### config.mk
export PLATFORM = sky130hd
export DESIGN_NAME = freq_duty_calc_flat
export DESIGN_NICKNAME = d
export VERILOG_FILES = /design/src/rtl/freq_pkg.sv /design/src/rtl/freq_duty_calc_if.sv /design/src/rtl/seq_divider.sv /design/src/rtl/freq_duty_calc.sv /design/src/flat_wrapper.sv
export SDC_FILE = /design/constraint.sdc
export NUM_CORES = 2
export LEC_CHECK = 0
export BUFFER_PORTS_ARGS = -buffer_cell sky130_fd_sc_hd__buf_2
export CAP_MARGIN = 20
export CORE_MARGIN = 5
export CORE_UTILIZATION = 50
export CTS_CLUSTER_DIAMETER = 150
export DETAILED_ROUTE_END_ITERATION = 10
export PLACE_DENSITY_LB_ADDON = 0.3
export SYNTH_ARGS = -nofsm -noshare
export SYNTH_HDL_FRONTEND = slang
export SYNTH_SLANG_ARGS = --single-unit
### constraint.sdc
create_clock -name clk -period 38.7 [get_ports clk]
set_clock_uncertainty 0.1 [all_clocks]
set_input_delay 11.61 -clock clk [delete_from_list [all_inputs] [get_ports clk]]
set_output_delay 11.61 -clock clk [all_outputs]
set_load 0.01 [all_outputs]
### src/rtl/freq_pkg.sv
// Shared constants, FSM state type and saturation helpers
// for the frequency / duty calculation path.
package freq_pkg;

    localparam int DW         = 48;
    localparam int DUTY_SCALE = 1000;
    localparam int DIV_STEPS  = DW;

    localparam logic [31:0] FREQ_SAT = 32'hFFFF_FFFF;
    localparam logic [9:0]  DUTY_SAT = 10'd1000;

    typedef enum logic [1:0] {
        ST_IDLE,
        ST_DIV_FREQ,
        ST_DIV_DUTY,
        ST_DONE
    } state_t;

    function automatic logic [31:0] sat_freq(
        input logic [DW-1:0] q
    );
        if (q[DW-1:32] != '0) begin
            return FREQ_SAT;
        end
        return q[31:0];
    endfunction

    function automatic logic [9:0] sat_duty(
        input logic [DW-1:0] q,
        input logic          zero_div
    );
        if (zero_div) begin
            return 10'd0;
        end
        if (q > DW'(DUTY_SAT)) begin
            return DUTY_SAT;
        end
        return q[9:0];
    endfunction

endpackage

### src/rtl/freq_duty_calc_if.sv
// Measurement-in / result-out bundle between the capture
// stage and the display path.
interface freq_duty_calc_if;

    logic        meas_valid;
    logic [31:0] high_time;
    logic [31:0] low_time;
    logic [31:0] period_time;
    logic [31:0] freq_hz;
    logic [9:0]  duty_permille;
    logic        result_valid;
    logic        no_signal;
    logic        busy;
    logic        overrun;

    modport master (
        output meas_valid,
        output high_time,
        output low_time,
        output period_time,
        input  freq_hz,
        input  duty_permille,
        input  result_valid,
        input  no_signal,
        input  busy,
        input  overrun
    );

    modport slave (
        input  meas_valid,
        input  high_time,
        input  low_time,
        input  period_time,
        output freq_hz,
        output duty_permille,
        output result_valid,
        output no_signal,
        output busy,
        output overrun
    );

endinterface

### src/rtl/seq_divider.sv
// Unsigned restoring divider: one load cycle, then one
// quotient bit per cycle. Divide by zero yields all ones.
module seq_divider #(
    parameter int DW = 48
) (
    input  logic          clk,
    input  logic          rst,
    input  logic          i_start,
    input  logic          i_abort,
    input  logic [DW-1:0] i_dividend,
    input  logic [DW-1:0] i_divisor,
    output logic          o_busy,
    output logic          o_done,
    output logic [DW-1:0] o_quot,
    output logic [DW-1:0] o_rem
);

    localparam int CNT_W = $clog2(DW + 1);

    logic [DW-1:0]    r_rem;
    logic [DW-1:0]    r_quo;
    logic [DW-1:0]    r_dvs;
    logic [CNT_W-1:0] r_cnt;
    logic             r_busy;
    logic             r_done;

    logic [DW:0]      w_sh;
    logic [DW+1:0]    w_diff;
    logic             w_neg;

    // Dividend bits stream out of the quotient MSB while
    // quotient bits stream in at the LSB.
    assign w_sh   = {r_rem, r_quo[DW-1]};
    assign w_diff = {1'b0, w_sh} - {2'b00, r_dvs};
    assign w_neg  = w_diff[DW+1];

    always_ff @(posedge clk or posedge rst) begin
        if (rst) begin
            r_rem  <= '0;
            r_quo  <= '0;
            r_dvs  <= '0;
            r_cnt  <= '0;
            r_busy <= 1'b0;
            r_done <= 1'b0;
        end else begin
            r_done <= 1'b0;
            if (i_abort) begin
                r_busy <= 1'b0;
                r_cnt  <= '0;
            end else if (!r_busy) begin
                if (i_start) begin
                    r_rem  <= '0;
                    r_quo  <= i_dividend;
                    r_dvs  <= i_divisor;
                    r_cnt  <= CNT_W'(DW);
                    r_busy <= 1'b1;
                end
            end else begin
                r_quo <= {r_quo[DW-2:0], !w_neg};
                r_rem <= w_neg ? w_sh[DW-1:0]
                               : w_diff[DW-1:0];
                r_cnt <= r_cnt - 1'b1;
                if (r_cnt == CNT_W'(1)) begin
                    r_busy <= 1'b0;
                    r_done <= 1'b1;
                end
            end
        end
    end

    assign o_busy = r_busy;
    assign o_done = r_done;
    assign o_quot = r_quo;
    assign o_rem  = r_rem;

endmodule

### src/rtl/freq_duty_calc.sv
// Averages a window of captured periods and derives
// frequency (Hz) and duty (permille), with loss-of-signal.
import freq_pkg::*;

module freq_duty_calc #(
    parameter int unsigned CLOCK_FREQ     = 50000000,
    parameter int unsigned AVG_LOG2       = 3,
    parameter int unsigned TIMEOUT_CYCLES = 50000000
) (
    input logic             clk,
    input logic             rst,
    freq_duty_calc_if.slave s
);

    localparam int SW = 32 + AVG_LOG2;
    localparam int CW = AVG_LOG2 + 1;

    localparam logic [CW-1:0] LAST =
        CW'((1 << AVG_LOG2) - 1);
    localparam logic [DW-1:0] FREQ_NUM =
        DW'(64'(CLOCK_FREQ) << AVG_LOG2);
    localparam logic [31:0] TO_LAST =
        32'(TIMEOUT_CYCLES - 1);
    localparam logic [5:0] STEP_LAST = 6'(DIV_STEPS);

    logic [SW-1:0] r_sum_p;
    logic [SW-1:0] r_sum_h;
    logic [CW-1:0] r_cnt;
    logic [SW-1:0] r_op_p;
    logic [SW-1:0] r_op_h;
    logic [31:0]   r_idle;
    state_t        r_state;
    logic [5:0]    r_step;
    logic [DW-1:0] r_freq_q;
    logic [31:0]   r_freq;
    logic [9:0]    r_duty;
    logic          r_rv;
    logic          r_nosig;
    logic          r_ovr;

    logic [SW-1:0] w_sum_p;
    logic [SW-1:0] w_sum_h;
    logic          w_win;
    logic          w_to;
    logic          w_in_div;
    logic          w_div_start;
    logic          w_div_busy;
    logic          w_div_done;
    logic [DW-1:0] w_dvd;
    logic [DW-1:0] w_dvs;
    logic [DW-1:0] w_duty_num;
    logic [DW-1:0] w_quo;
    logic [DW-1:0] w_div_rem_unused;
    logic          w_low_unused;

    assign w_low_unused = ^s.low_time;

    assign w_sum_p = r_sum_p + SW'(s.period_time);
    assign w_sum_h = r_sum_h + SW'(s.high_time);
    assign w_win   = s.meas_valid && (r_cnt == LAST);
    // A strobe in the expiry cycle wins over the timeout.
    assign w_to    = !s.meas_valid && (r_idle == TO_LAST);

    assign w_in_div = (r_state == ST_DIV_FREQ) ||
                      (r_state == ST_DIV_DUTY);
    assign w_div_start = w_in_div && (r_step == '0) &&
                         !w_div_busy;
    assign w_duty_num  = DW'(r_op_h) * DW'(DUTY_SCALE);
    assign w_dvd = (r_state == ST_DIV_DUTY) ? w_duty_num
                                            : FREQ_NUM;
    assign w_dvs = DW'(r_op_p);

    seq_divider #(
        .DW(DW)
    ) u_div (
        .clk        (clk),
        .rst        (rst),
        .i_start    (w_div_start),
        .i_abort    (w_to),
        .i_dividend (w_dvd),
        .i_divisor  (w_dvs),
        .o_busy     (w_div_busy),
        .o_done     (w_div_done),
        .o_quot     (w_quo),
        .o_rem      (w_div_rem_unused)
    );

    always_ff @(posedge clk or posedge rst) begin
        if (rst) begin
            r_sum_p <= '0;
            r_sum_h <= '0;
            r_cnt   <= '0;
            r_op_p  <= '0;
            r_op_h  <= '0;
            r_idle  <= '0;
            r_ovr   <= 1'b0;
        end else begin
            r_ovr <= 1'b0;
            if (s.meas_valid) begin
                r_idle <= '0;
            end else if (r_idle != '1) begin
                r_idle <= r_idle + 1'b1;
            end
            if (w_to) begin
                r_sum_p <= '0;
                r_sum_h <= '0;
                r_cnt   <= '0;
            end else if (w_win) begin
                r_sum_p <= '0;
                r_sum_h <= '0;
                r_cnt   <= '0;
                if (r_state == ST_IDLE) begin
                    r_op_p <= w_sum_p;
                    r_op_h <= w_sum_h;
                end else begin
                    r_ovr <= 1'b1;
                end
            end else if (s.meas_valid) begin
                r_sum_p <= w_sum_p;
                r_sum_h <= w_sum_h;
                r_cnt   <= r_cnt + 1'b1;
            end
        end
    end

    always_ff @(posedge clk or posedge rst) begin
        if (rst) begin
            r_state  <= ST_IDLE;
            r_step   <= '0;
            r_freq_q <= '0;
            r_freq   <= '0;
            r_duty   <= '0;
            r_rv     <= 1'b0;
            r_nosig  <= 1'b0;
        end else begin
            r_rv <= 1'b0;
            if (s.meas_valid) begin
                r_nosig <= 1'b0;
            end
            if (w_to) begin
                r_state <= ST_IDLE;
                r_step  <= '0;
                r_freq  <= '0;
                r_duty  <= '0;
                r_nosig <= 1'b1;
                r_rv    <= 1'b1;
            end else begin
                unique case (r_state)
                    ST_IDLE: begin
                        if (w_win) begin
                            r_state <= ST_DIV_FREQ;
                            r_step  <= '0;
                        end
                    end
                    ST_DIV_FREQ: begin
                        if (r_step == STEP_LAST) begin
                            r_state <= ST_DIV_DUTY;
                            r_step  <= '0;
                        end else begin
                            r_step <= r_step + 1'b1;
                        end
                    end
                    ST_DIV_DUTY: begin
                        if (w_div_done) begin
                            r_freq_q <= w_quo;
                        end
                        if (r_step == STEP_LAST) begin
                            r_state <= ST_DONE;
                            r_step  <= '0;
                        end else begin
                            r_step <= r_step + 1'b1;
                        end
                    end
                    ST_DONE: begin
                        r_freq  <= sat_freq(r_freq_q);
                        r_duty  <= sat_duty(w_quo,
                                            r_op_p == '0);
                        r_rv    <= 1'b1;
                        r_state <= ST_IDLE;
                    end
                    default: r_state <= ST_IDLE;
                endcase
            end
        end
    end

    assign s.freq_hz       = r_freq;
    assign s.duty_permille = r_duty;
    assign s.result_valid  = r_rv;
    assign s.no_signal     = r_nosig;
    assign s.busy          = (r_state != ST_IDLE);
    assign s.overrun       = r_ovr;

endmodule

### src/flat_wrapper.sv
// flat-port wrapper written by rule: the top's interface ports become plain ports
module freq_duty_calc_flat 
#(
    parameter int unsigned CLOCK_FREQ     = 50000000,
    parameter int unsigned AVG_LOG2       = 3,
    parameter int unsigned TIMEOUT_CYCLES = 50000000
)
  (clk, rst, s_meas_valid, s_high_time, s_low_time, s_period_time, s_freq_hz, s_duty_permille, s_result_valid, s_no_signal, s_busy, s_overrun);
  freq_duty_calc_if s_i ();
  input logic clk;
  input logic rst;
  input wire logic [$bits(s_i.meas_valid)-1:0] s_meas_valid;
  input wire logic [$bits(s_i.high_time)-1:0] s_high_time;
  input wire logic [$bits(s_i.low_time)-1:0] s_low_time;
  input wire logic [$bits(s_i.period_time)-1:0] s_period_time;
  output wire logic [$bits(s_i.freq_hz)-1:0] s_freq_hz;
  output wire logic [$bits(s_i.duty_permille)-1:0] s_duty_permille;
  output wire logic [$bits(s_i.result_valid)-1:0] s_result_valid;
  output wire logic [$bits(s_i.no_signal)-1:0] s_no_signal;
  output wire logic [$bits(s_i.busy)-1:0] s_busy;
  output wire logic [$bits(s_i.overrun)-1:0] s_overrun;
  assign s_i.meas_valid = s_meas_valid;
  assign s_i.high_time = s_high_time;
  assign s_i.low_time = s_low_time;
  assign s_i.period_time = s_period_time;
  assign s_freq_hz = s_i.freq_hz;
  assign s_duty_permille = s_i.duty_permille;
  assign s_result_valid = s_i.result_valid;
  assign s_no_signal = s_i.no_signal;
  assign s_busy = s_i.busy;
  assign s_overrun = s_i.overrun;
  freq_duty_calc #(.CLOCK_FREQ(CLOCK_FREQ), .AVG_LOG2(AVG_LOG2), .TIMEOUT_CYCLES(TIMEOUT_CYCLES)) u_core (.clk(clk), .rst(rst), .s(s_i));
endmodule
; ---- Word-level counts from Yosys, hierarchy flattened
; Index checks and enable logic that the tools add are counted.
[totals]
word_cells = 132
out_inout_bits = 46
reg_bits = 416
input_bits = 99
[classes]
add_sub_neg = 7
multipliers = 1
mux = 63
n_reduce_logical = 27
n_eq_ne = 11
n_bitwise = 2
n_lt_le_gt_ge = 1
[ops]
columns = operator, n
row1 = $mux 48, 5
row2 = $mux 35, 6
row3 = $mux 32, 6
row4 = $add 35x32->35, 2
row5 = $mux 10, 6
row6 = $sub 49x35->50, 1
row7 = $gt 48x10->1 const B, 1
row8 = $mux 45, 1
row9 = $mul 35x7->42 const B, 1
row10 = $mux 6, 6
row11 = $logic_not 35->1, 1
row12 = $add 32x1->32 const B, 1
row13 = $eq 32x26->1 const B, 1
row14 = $ne 32x32->1 const B, 1
row15 = $mux 1, 24
row16 = $reduce_bool 16->1, 1
row17 = $mux 4, 3
row18 = $pmux 6 s2, 1
row19 = $reduce_and 3->1, 4
row20 = $reduce_bool 2->1, 5
row21 = $reduce_bool 3->1, 3
row22 = $mux 2, 4
row23 = $pmux 2 s4, 1
row24 = $add 6x1->6 const B, 1
row25 = other kinds (17), 26

; ---- Longest topological paths before layout
[depth]
ltp_word = 11
depth_mapped = 19
mapped_depth_nobuf = 19

; ---- Cells and area by module
; A second synthesis with hierarchy kept.
[unflattened]
hier_cells = 3205
area_unflattened_um2 = 29973.7
[by_module_without_submodules]
columns = mod, area_per_inst_um2, cells_each, instances, seq_area_each_um2
row1 = freq_duty_calc, 20452.1, 2120, 1, 6931.6
row2 = seq_divider, 9521.6, 1085, 1, 3803.6

; ---- Least setup slack after synthesis
; Ideal clock, no wire load.
[synth_timing]
path_kind = input to register
startpoint = input port s_period_time[0]
endpoint = register u_core.r_op_p[30]
cell_stages = 12
slack_ns = 24.275
t_required_ns = 38.475
setup_ns = 0.125
arrival_ns = 14.201
path_buffers = 0
path_cell_list = ha_1 > fa_1 > a211oi_1 > o211ai_1 > a211oi_1 > a211oi_1 > o41ai_1 > nor2_1 > nor2_1 > o21ai_0 > xor2_1 > mux2_2
[synth_between]
elab_chain_cells = 1
[synth_lines]
columns = item, line
row1 = "start, declared", flat_wrapper.sv:15  ; input wire logic [$bits(s_i.period_time)-1:0] s_period_time;
row2 = $add 35x32->35, freq_duty_calc.sv:58  ; assign w_sum_p = r_sum_p + SW'(s.period_time);
row3 = "end signal, assigned", freq_duty_calc.sv:113  ; r_op_p <= w_sum_p;
row4 = "end, declared", freq_duty_calc.sv:29  ; logic [SW-1:0] r_op_p;
; No other way between the ends.
; A chain may end at the register's enable or synchronous reset.

; ---- Worst setup path after layout
; Ends and elaborated chain as after synthesis.

==> results.yml <==
routing:
  first_pass_iters: 5
  drc: 0
  viasPerCell: 5.72
  drtIter0Drc: 1384
  totalWireLength_mm: 65.7
  dr_total_vias: 21587
  avgRoutedWirePerCell_um: 17.4
  ant_nets: 0
pwr:
  power.total_w: 0.00151
  leakage_nw: 14.2
  ir_drop_uv: 32.7
  power_per_cell_area_nw_per_um2: 48.3
cts:
  postCtsSetupRepairBufs: 0
  hold_buffers: 0
  cts_made_buffers: 48
  path_clk_slew_ns: 0.06
  clk_latency_ns: 0.60
  clock_sinks: 416
  root_buffer: "clkbuf_16"
  cts_tree: "done"
  clockBufferDepth: 3
  cts_resized: 0
  htreeDepth: 2
logic_synthesis:
  synth_edf_count: 0
  synth_ff_type: "dfrtp_1"
  ys_types: 83
  synth.net_count: 3342
  syn_area_um2: 28200
  netlist.area_leader.share_pct: 36.9
  ys_seq_area_share_pct: 36.9
  synthArstFlopShare_pct: 100
  syn_inst: 2910
  yosys_warnings: 0
  yosys-top-cells-count: "416 x dfrtp_1, 258 x inv_1, 248 x nand2_1, 235 x nor2_1, 200 x ha_1"
  ys_top_cells_by_area: "dfrtp_1 37%, fa_1 9.5%, ha_1 8.9%"
  postSynthAreaPerCell_um2: 9.68
  synth_top_cell_by_area: "dfrtp_1"
  synth_seq_cells: 416
  yosysMostFrequentCell: "dfrtp_1"
die:
  rows: 87
  io-pin-count: 145
  die_y_um: 247
  die-area_um2: 61200
  core-area_um2: 56100
  die_w_um: 247
  initial_core_util_pct: 50.3
worst_setup_path:
  start_kind: "primary input"
  max_stage_delay_ns: 0.61
  crit_top_cell: "a211oi_1"
  required_ns: 39.08
  critPathMaxFanout: 3
  cp_slowest_cell: "o41ai_1"
  end_kind: "flop"
  crit_type: "primary input to flop"
  path_cells: "buf_2 -> ha_1 -> fa_1 -> a211oi_1 -> o211ai_1 -> a211oi_1 -> a211oi_1 -> o41ai_1 -> nor2_1 -> nor2_1 -> o21ai_0 -> xor2_1 -> mux2_2"
  cp.buffers_inverters: 1
  path_delay_family: "compound AO/OA/AOI/OAI gates"
  arrival_ns: 14.99
sta:
  period_share_pct: 37.8
  timing.slew.headroom_pct: 33.9
  worst_pin_slew_ns: 0.990
  drv_slew: 0
  fmax_mhz: 68.4
  report.final.setup_viol: 0
  fin_tns_setup_ns: 0
  fin_crit_ns: 14.62
  finalHoldViolCount: 0
  setup_ws_ns: 24.08
  hold-worst-slack_ns: 0.387
  rsz0062_at_grt: "false"
global_route:
  grt_max_degree: 181
  track_usage_pct: 21.4
  antenna_found_initial: 0
  grt_pass1_vias: 21539
  grt_pass1_wl_mm: 110
  gr-total-overflow: 0
run_status:
  run_status: "completed"
final_layout:
  syn_to_final_growth_pct: 11.0
  final_nets: 3412
  antenna_cells: 0
  drive_above_1_share_pct: 11.9
  final_cell_area_um2: 31300
placed_design:
  dp_slack_ns: 23.52
  routabilityCongestion: 0.918
  place_area_um2: 29400
  hpwlAfterDp_mm: 47.3
  port-buffer-count: 112
hold_path:
  hold_class: "flop to flop"
job:
  max_cap_viol_count: 0
==> flip-flops by register name, summed over array words and instances (netlist names), 2 cells and up <==
signal,count
u_core.u_div.o_quot,48
u_core.s.duty_permille,10
u_core.u_div.r_cnt,6
u_core.r_step,6
u_core.r_freq_q,48
u_core.r_state,2
u_core.r_op_p,35
u_core.r_cnt,4
u_core.r_op_h,35
u_core.s.freq_hz,32
u_core.r_sum_p,35
u_core.r_sum_h,35
u_core.r_idle,32
u_core.u_div.o_rem,48
u_core.u_div.r_dvs,35
==> final cells by class <==
| cell class | count | area [µm²] |
|---|---|---|
| repair buffers | 131 | 753 |
| multi-input cells | 2125 | 16400 |
| well taps | 756 | 946 |
| clock inverters | 25 | 425 |
| flip-flops and latches | 416 | 10400 |
| inverters | 258 | 976 |
| fillers | 4880 | 24800 |
| clock buffers | 63 | 1350 |
==> report_power, final <==
group / internal [W] / total (W) / switching (W)
clock: 0.000314 / 0.000507 / 0.000193
sequential: 0.000491 / 0.000530 / 0.0000392
combinational: 0.000202 / 0.000471 / 0.000269
total: 0.00101 / 0.00151 / 0.000502
==> cells by family after synthesis <==
kind of cell,count (synthesis),share of synthesized area [%]
mux,118,4.67
fa+ha+maj,333,18.3
xor+xnor,158,4.91
flops,416,36.9
simple gates,757,12.5
buf+inv,369,5.00
compound gates,759,17.6
==> metrics by stage <==
step | cells | util, %
6_report | 3774 | 55.8
3_3_place_gp | 3683 | 52.5
2_1_floorplan | 2910 | -
4_1_cts | 3772 | 55.7
3_5_place_dp | 3684 | 52.5
5_1_grt | 3774 | 55.8
==> final timing paths <==
path | start | endpoint | slack, ns | depth (start not counted)
worst max-delay path | s_period_time[0] | u_core.r_op_p[30] | 24.08 | 13
worst min-delay path | u_core.r_freq_q[47] | u_core.r_freq_q[47] | 0.39 | 2
worst max register to register | u_core.r_op_h[5] | u_core.u_div.o_quot[42] | 32.77 | 17
worst min register to register | u_core.r_freq_q[47] | u_core.r_freq_q[47] | 0.39 | 2
max in group asynchronous | rst | u_core.r_sum_p[23] | 25.88 | 3
min in group asynchronous | rst | u_core.r_op_h[1] | 11.09 | 2
==> metal layers <==
layer	vias to the layer above	global-route usage (%)	share of wire (%)
met1	10720	31.5	48
met2	424	34.7	46
met5	-	0	0
li1	10359	-	-
met4	0	4.16	1.6
met3	84	2.77	4.3
==> cell usage in the layout, fill, tap and decap left out, types with 74 or more instances in the layout <==
| cell | n |
|---|---|
| dfrtp_1 | 416 |
| inv_1 | 257 |
| nand2_1 | 247 |
| nor2_1 | 231 |
| ha_1 | 200 |
| o21ai_0 | 196 |
| a21oi_1 | 174 |
| fa_1 | 133 |
| buf_2 | 113 |
| mux2_2 | 107 |
| xnor2_1 | 98 |
| a22o_1 | 74 |
==> worst register-to-register path: cells and delay by family (launching register included) <==
kind | cells | cell delay [ns]
compound gates | 8 | 2.36
fa+ha+maj | 5 | 2.36
flops | 1 | 0.44
buf+inv | 2 | 0.30
simple gates | 2 | 0.23
No activity file was read; power rests on OpenSTA's default activity.
